`config.mk`:
```
export PLATFORM = sky130hd
export DESIGN_NAME = egress_arbiter
export DESIGN_NICKNAME = d
export VERILOG_FILES = /design/src/rtl/egress_arbiter.sv
export SDC_FILE = /design/constraint.sdc
export NUM_CORES = 1
export LEC_CHECK = 0
export ABC_CLOCK_PERIOD_IN_PS = 5200
export BUFFER_PORTS_ARGS = -buffer_cell sky130_fd_sc_hd__buf_2
export CAP_MARGIN = 10
export CORE_UTILIZATION = 25
export DETAILED_ROUTE_END_ITERATION = 8
export PLACE_DENSITY = 0.54
export REMOVE_ABC_BUFFERS = 1
export SYNTH_ARGS = -nofsm -noshare
export SYNTH_HDL_FRONTEND = slang
export SYNTH_SLANG_ARGS = --single-unit
```
`constraint.sdc`:
```
create_clock -name clk -period 5.2 [get_ports clk]
set_input_delay 0 -clock clk [delete_from_list [all_inputs] [get_ports clk]]
set_output_delay 0 -clock clk [all_outputs]
set_load 0.01 [all_outputs]
```
`src/rtl/egress_arbiter.sv`:
```
//==============================================================================
// Module   : egress_arbiter
// Purpose  : Crossbar arbiter between per-ingress requesters and egress ports.
//            Every egress port runs its own round-robin arbiter over the
//            requesters whose tdest names it. A grant is held for a whole
//            frame and ends on the tlast handshake, or when the granted
//            requester abandons the frame by dropping tvalid. The datapath is
//            a combinational mux on the granted index.
// Ports    : clk, reset              - clock, synchronous active-high reset
//            in_tvalid/tdata/tdest/tlast, in_tready  - requester side
//            out_tvalid/tdata/tlast, out_tready      - egress side
//            stat_frames, stat_aborts - per-egress 16-bit counters
//                                       (EGRESS_ARB_STATS_EN only)
// Config   : EGRESS_ARB_STATS_EN - when defined, adds the frame/abort counters
// Revision : 1.0 - initial release
//==============================================================================
`default_nettype none

module egress_arbiter #(
   parameter int NUM_INGRESS = 4,
   parameter int NUM_EGRESS  = 4,
   parameter int DEST_WIDTH  = 2,
   parameter int DATA_WIDTH  = 16
) (
   input  logic                              clk,
   input  logic                              reset,
   input  logic [NUM_INGRESS-1:0]            in_tvalid,
   input  logic [NUM_INGRESS*DATA_WIDTH-1:0] in_tdata,
   input  logic [NUM_INGRESS*DEST_WIDTH-1:0] in_tdest,
   input  logic [NUM_INGRESS-1:0]            in_tlast,
   output logic [NUM_INGRESS-1:0]            in_tready,
   output logic [NUM_EGRESS-1:0]             out_tvalid,
   output logic [NUM_EGRESS*DATA_WIDTH-1:0]  out_tdata,
   output logic [NUM_EGRESS-1:0]             out_tlast,
   input  logic [NUM_EGRESS-1:0]             out_tready
`ifdef EGRESS_ARB_STATS_EN
   ,
   output logic [NUM_EGRESS*16-1:0]          stat_frames,
   output logic [NUM_EGRESS*16-1:0]          stat_aborts
`endif
);

   localparam int c_idx_w = (NUM_INGRESS > 1) ? $clog2(NUM_INGRESS) : 1;

   typedef enum logic [0:0] {
      ST_IDLE  = 1'b0,
      ST_GRANT = 1'b1
   } state_t;

   state_t              r_state [NUM_EGRESS];
   logic [c_idx_w-1:0]  r_gnt   [NUM_EGRESS];
   logic [c_idx_w-1:0]  r_rr    [NUM_EGRESS];

   logic [NUM_INGRESS-1:0] w_held;             // requesters owned by some egress
   logic [NUM_EGRESS-1:0]  w_active;           // egress in GRANT and not in reset
   logic [NUM_EGRESS-1:0]  w_found;            // IDLE egress has a pickable request
   logic [c_idx_w-1:0]     w_pick  [NUM_EGRESS];

`ifdef EGRESS_ARB_STATS_EN
   logic [15:0]            r_frames [NUM_EGRESS];
   logic [15:0]            r_aborts [NUM_EGRESS];
`endif

   // First requester set in req at or after ptr, wrapping around.
   function automatic logic [c_idx_w-1:0] f_rr_pick(
      input logic [NUM_INGRESS-1:0] req,
      input logic [c_idx_w-1:0]     ptr
   );
      logic found;
      int   j;
      f_rr_pick = ptr;
      found     = 1'b0;
      for (int k = 0; k < NUM_INGRESS; k++) begin
         j = int'(ptr) + k;
         if (j >= NUM_INGRESS) j = j - NUM_INGRESS;
         if (!found && req[j]) begin
            found     = 1'b1;
            f_rr_pick = c_idx_w'(j);
         end
      end
   endfunction

   function automatic logic [c_idx_w-1:0] f_next_ptr(input logic [c_idx_w-1:0] gnt);
      if (gnt == c_idx_w'(NUM_INGRESS - 1)) f_next_ptr = '0;
      else                                  f_next_ptr = gnt + 1'b1;
   endfunction

   always_comb begin
      w_held = '0;
      for (int e = 0; e < NUM_EGRESS; e++) begin
         if (r_state[e] == ST_GRANT) w_held[r_gnt[e]] = 1'b1;
      end
   end

   // Request masking: a requester already held by any egress cannot be
   // picked again (covers a tdest change while granted), and if two IDLE
   // egresses would pick the same requester, the lower egress index wins.
   always_comb begin
      logic [NUM_INGRESS-1:0] v_taken;
      logic [NUM_INGRESS-1:0] v_req;
      v_taken = w_held;
      w_found = '0;
      for (int e = 0; e < NUM_EGRESS; e++) begin
         v_req = '0;
         for (int i = 0; i < NUM_INGRESS; i++) begin
            v_req[i] = in_tvalid[i] && !v_taken[i] &&
                       (in_tdest[i*DEST_WIDTH +: DEST_WIDTH] == DEST_WIDTH'(e));
         end
         w_found[e] = |v_req;
         w_pick[e]  = f_rr_pick(v_req, r_rr[e]);
         if (w_found[e] && (r_state[e] == ST_IDLE)) v_taken[w_pick[e]] = 1'b1;
      end
   end

   // Datapath mux; reset blanks the outputs in the same cycle it is asserted.
   always_comb begin
      out_tvalid = '0;
      out_tlast  = '0;
      out_tdata  = '0;
      in_tready  = '0;
      w_active   = '0;
      for (int e = 0; e < NUM_EGRESS; e++) begin
         w_active[e] = (r_state[e] == ST_GRANT) && !reset;
         if (w_active[e]) begin
            out_tvalid[e] = in_tvalid[r_gnt[e]];
            out_tlast[e]  = in_tlast[r_gnt[e]];
            out_tdata[e*DATA_WIDTH +: DATA_WIDTH] =
               in_tdata[int'(r_gnt[e])*DATA_WIDTH +: DATA_WIDTH];
            in_tready[r_gnt[e]] = out_tready[e];
         end
      end
   end

   always_ff @(posedge clk) begin
      if (reset) begin
         for (int e = 0; e < NUM_EGRESS; e++) begin
            r_state[e]  <= ST_IDLE;
            r_gnt[e]    <= '0;
            r_rr[e]     <= '0;
`ifdef EGRESS_ARB_STATS_EN
            r_frames[e] <= '0;
            r_aborts[e] <= '0;
`endif
         end
      end else begin
         for (int e = 0; e < NUM_EGRESS; e++) begin
            case (r_state[e])
               ST_IDLE: begin
                  if (w_found[e]) begin
                     r_gnt[e]   <= w_pick[e];
                     r_state[e] <= ST_GRANT;
                  end
               end
               ST_GRANT: begin
                  if (out_tvalid[e] && out_tready[e] && out_tlast[e]) begin
                     r_state[e]  <= ST_IDLE;
                     r_rr[e]     <= f_next_ptr(r_gnt[e]);
`ifdef EGRESS_ARB_STATS_EN
                     r_frames[e] <= r_frames[e] + 16'd1;
`endif
                  end else if (!in_tvalid[r_gnt[e]]) begin
                     // Requester gave up on the frame (timeout upstream).
                     r_state[e]  <= ST_IDLE;
                     r_rr[e]     <= f_next_ptr(r_gnt[e]);
`ifdef EGRESS_ARB_STATS_EN
                     r_aborts[e] <= r_aborts[e] + 16'd1;
`endif
                  end
               end
               default: r_state[e] <= ST_IDLE;
            endcase
         end
      end
   end

`ifdef EGRESS_ARB_STATS_EN
   always_comb begin
      stat_frames = '0;
      stat_aborts = '0;
      for (int e = 0; e < NUM_EGRESS; e++) begin
         stat_frames[e*16 +: 16] = r_frames[e];
         stat_aborts[e*16 +: 16] = r_aborts[e];
      end
   end
`endif

endmodule

`default_nettype wire

```
Word-level counts from Yosys, hierarchy flattened
Memory sizes are Yosys's and may differ from the RTL's.
Cells that the tools add are included.
Storage, ports and cells
  bits in registers: 0
  bits in latches: 0
  memory bits (writable): 20
  memory bits (read-only): 0
  input bits: 86
  output and inout bits: 76
  memories: 3
Operators by class
  $add $sub $neg: 32
  multipliers: 0
  div/mod/pow operators: 0
  order comparisons: 46
  equal/unequal tests: 16
  shifts and indexed selects: 4
  multiplexer cells: 258
  bitwise gates (word level): 34
  reduce and logical (&&, ||, !) cells: 103
Memories
  r_gnt: words 4, bits a word 2, read ports 4, clocked after memory_dff 0, write ports 4, RTL line 51  | logic [c_idx_w-1:0] r_gnt [NUM_EGRESS];
  r_rr: words 4, bits a word 2, read ports 4, clocked after memory_dff 0, write ports 4, RTL line 52  | logic [c_idx_w-1:0] r_rr [NUM_EGRESS];
  r_state: words 4, bits a word 1, read ports 4, clocked after memory_dff 0, write ports 4, RTL line 50  | state_t r_state [NUM_EGRESS];
Operators by type and width (number)
  32-bit by 4-bit less-than comparator with 1-bit output, second input constant: 16
  32-bit 2-to-1 mux: 16
  64-bit by 7-bit indexed part select with 16-bit output: 4
  1-bit 2-to-1 mux: 133
  2-bit 2-to-1 mux: 60
  1-bit logical AND: 66
  16-bit 2-to-1 mux: 4
  1-bit binary-select mux with 2-bit select: 24
  3-bit by 3-bit subtractor with 4-bit output, second input constant: 12
  4-bit 2-to-1 mux: 11
  3-bit greater-or-equal comparator, second input constant: 12
  1-bit logical NOT: 29
  2-bit by 2-bit adder with 3-bit output, second input constant: 8
  2-bit equality test, second input constant: 12
  1-bit bitwise OR: 24
  4-bit bitwise OR: 6
  2-bit by 3-bit less-than comparator with 1-bit output, second input constant: 7
  4-bit OR reduction: 4
  2-bit by 3-bit subtractor with 4-bit output, second input constant: 4
  1-bit demux with 2-bit select: 7
  2-bit by 1-bit greater-or-equal comparator with 1-bit output, second input constant: 7
  2-bit by 1-bit adder with 3-bit output, second input constant: 4
  4-bit bitwise mux: 3
  2-bit by 3-bit greater-or-equal comparator with 1-bit output, second input constant: 4
  other kinds (5): 16

Depth between registers and ports, before layout
  word-level depth: 94
  depth in mapped cells: 10

Worst setup path after synthesis
Ideal clock, no wire load.
  path kind: register -> register
  start point: memory r_gnt[0][5] (netlist name)
  end point: memory r_state[2] (netlist name) (enable)
  arrival time: 2518 ps
  path slack: 2390 ps
  stages on the path, launching flop included: 11
  clock period less this slack: 2810 ps
  cells stage by stage: edfxtp_1 -> clkbuf_1 -> clkbuf_1 -> inv_1 -> ha_1 -> a22o_4 -> or3_1 -> buf_2 -> a41oi_2 -> or2_2 -> nand2b_1
RTL lines (RTL line)
  start: declaration: 51
  end: declaration: 50

==> impl_results.md <==
- Outcome: completed
- Post-CTS resize count: 0
- Asr flop ratio synth: 0%
- Unrepaired setup endpoints after global routing: no
- Final ANT Viol Nets: 0
- Slew margin rel.: 25.43%
- CTS tree: built
- Total die area: approximately 17,000 µm²
- Most used DFF post-synth: edfxtp_1
- Port Buf Inserts: between 150 and 200
- Worst EP required: 5.17 ns
- Vias in the first global route: 4,089
- Hold Slack: 0.3103 ns
- Top Metal Used: met5
- Min Clock Period, post-route: 3.177 ns
- Post-DP HPWL: 11,450 µm
- Final setup vio count: 0
- WP data arrival: 3.15 ns
- # rows: 47
- Die X: 131.8 µm
- Setup bufs post-CTS: 0
- CORE AREA: about 17,000 µm²
- Via count: 4,155
- Synth unique cells: 49
- Leading post-synthesis cells by cell area: mux4_2 39%, edfxtp_1 14%, nor2b_1 12%, ha_1 4.8%, nand2b_1 1.9%
- Synth cell count leaders: 81 x nor2b_1, 72 x mux4_2, 20 x edfxtp_1
- Vias per cell: 5.460
- Share of cells above drive strength 1: between 40% and 50%
- Mapped cell area: 4212 µm²
- Worst skew pair latency: roughly 0.25 ns
- Ports: around 160
- EDFF count, synth: 20
- Fin area: 5266 µm²
- GR Util All Layers: around 17%
- Setup_tns: 0 ns
- Max clock buf depth: 2
- Congestion Overflow GR: 0
- Nets: 644
- Initial Utilization: 25.49%
- Post-layout util: 31.87%
- Die height: 131.8 µm
- Final worst setup slack: 2.023 ns
- Clock skew: between 0.004 and 0.005 ns
- Dpl ws: approximately 2.1 ns
- Critical path endpoint category: flop
- Startpoint Class: flop
- Cells after Synth: about 400
- Top cell type by total area after synthesis: mux4_2
- Placed Area: 5189 µm²
- MaxCap Viol Count: 0
- Routed met1 length: between 6000 and 7000 µm
- Largest net degree at the start of global routing: 23
- Synthesized area per cell: 10.45 µm²
- Worst hold-check path type: in2reg
- CTS Buf Count: 3
- Peak supply drop: 0.09109 mV
- Clock-pin slew on the worst setup and hold paths: 0.06 ns
- RePlAce Congestion: between 0.8 and 0.9
- Slowest CP cell: edfxtp_1
- H-tree depth: 1
- Fmax: 0.3148 GHz
- Metal3 WL: 1240 µm
- Critical path class: reg2reg
- Tcrit/Tclk final: 61.09%
- Final Max Tran Viols: 0
- Count leader, synth: nor2b_1
- Yosys top cell area share: about two fifths
- DRT Wirelength: between 10,000 and 15,000 µm
- DRT iter0 DRCs: 358
- Initial antenna violation count: 2
- CP Max Fanout: 21
- CTS sink cnt: 20
- DR DRC count: 0
- Area grow syn2layout: 25.04%
- Power per cell area: about 190 nW/µm²
- First-pass GRT wire length: ~23,000 µm
- Crit-path max cell delay: roughly 1.0 ns
- Seq/Total Area, Yosys: between 10% and 20%
- Cell chain of the critical path: inv_1 > ha_1 > a22oi_1 > nand4_1 > a41oi_2 > or2_2 > nand2b_1
- YS warnings: 0
- Final hold vios: 0
- Pleak: 2.118 nW
- Seq cells post-synth: 20
- Hold_buf cts: 0
- Met2 wire length: slightly above 7000 µm
- Drt pass-1 iters: 5
- Wire per inst: approximately 19 µm
- Worst-Margin Slew: 1.119 ns
- Clk root buf: clkbuf_16
==> registers in the layout, summed over array words and instances, names as in the netlist <==
register and count:
r_gnt 8, r_rr 8, r_state 4
==> worst max-delay path: cells and delay by family (launching register included) <==
| family | cells | cell delay [ns] |
|---|---|---|
| fa+ha+maj | 1 | 0.25 |
| flops | 1 | 1.04 |
| compound gates | 2 | 0.74 |
| simple gates | 3 | 0.70 |
| buf+inv | 1 | 0.16 |
==> logic make-up (layout without fill, tap and decap cells) <==
logic type      after synthesis  after routing  synth area share (%)
buf+inv                      44            181                 4.426
other cells                   0              1                     0
compound gates               62             62                 11.35
fa+ha+maj                    16             16                 4.753
flops                        20             20                 14.26
mux                          72             72                 38.50
simple gates                189            189                 26.71
==> cell usage in the layout (no fill, tap or decap), drive strengths merged, types with 2 or more instances in the layout <==
cell,n
o21a,2
a221oi,2
a41oi,8
and2,3
nor3b,4
ha,16
a21o,4
nor4,2
inv,12
nand2,17
a22o,2
nand3b,3
and3,5
o21ai,6
a31oi,4
clkbuf,3
or3b,2
buf,166
a311oi,2
a2bb2oi,5
nand4,13
nor2b,81
edfxtp,20
nand3,8
a21boi,3
nand2b,14
a21oi,13
nor3,8
or2,7
a22oi,6
mux4,72
or3,5
nor2,15
==> cell type report <==
cell class | instances | area [µm²]
Antenna cell | 1 | 2.502
Inverter | 12 | 45.04
Tap cell | 220 | 275.3
Fill cell | 1702 | 11260
Multi-Input combinational cell | 339 | 3425
Sequential cell | 20 | 600.6
Clock buffer | 3 | 75.07
Timing Repair Buffer | 166 | 843.3
==> stage by stage <==
stage	power, mW	instances
2_1_floorplan	0.6441	371
3_3_place_gp	0.8533	757
3_5_place_dp	0.8587	757
4_1_cts	1.022	760
5_1_grt	1.076	760
6_report	1.018	761
==> power breakdown <==
part	switching, mW	internal (mW)
clock	0.0581	0.102
combinational	0.277	0.310
sequential	0.0679	0.204
total	0.403	0.615
==> metal layers <==
metal	track usage, %	vias to the layer above
met5	0	-
met2	29.39	225
met1	21.50	2047
li1	-	1863
met3	3.422	18
met4	3.876	2
==> final timing paths <==
path         cells past startpoint         from  slack [ns]          end
min                              3  in_tdest[5]        0.31  r_gnt[0][7]
max                              7  r_gnt[0][5]        2.02   r_state[2]
max reg2reg                      7  r_gnt[0][5]        2.02   r_state[2]
min reg2reg                      1   r_rr[2][1]        0.75  r_gnt[0][4]
Power figures use the tool's default switching activity.
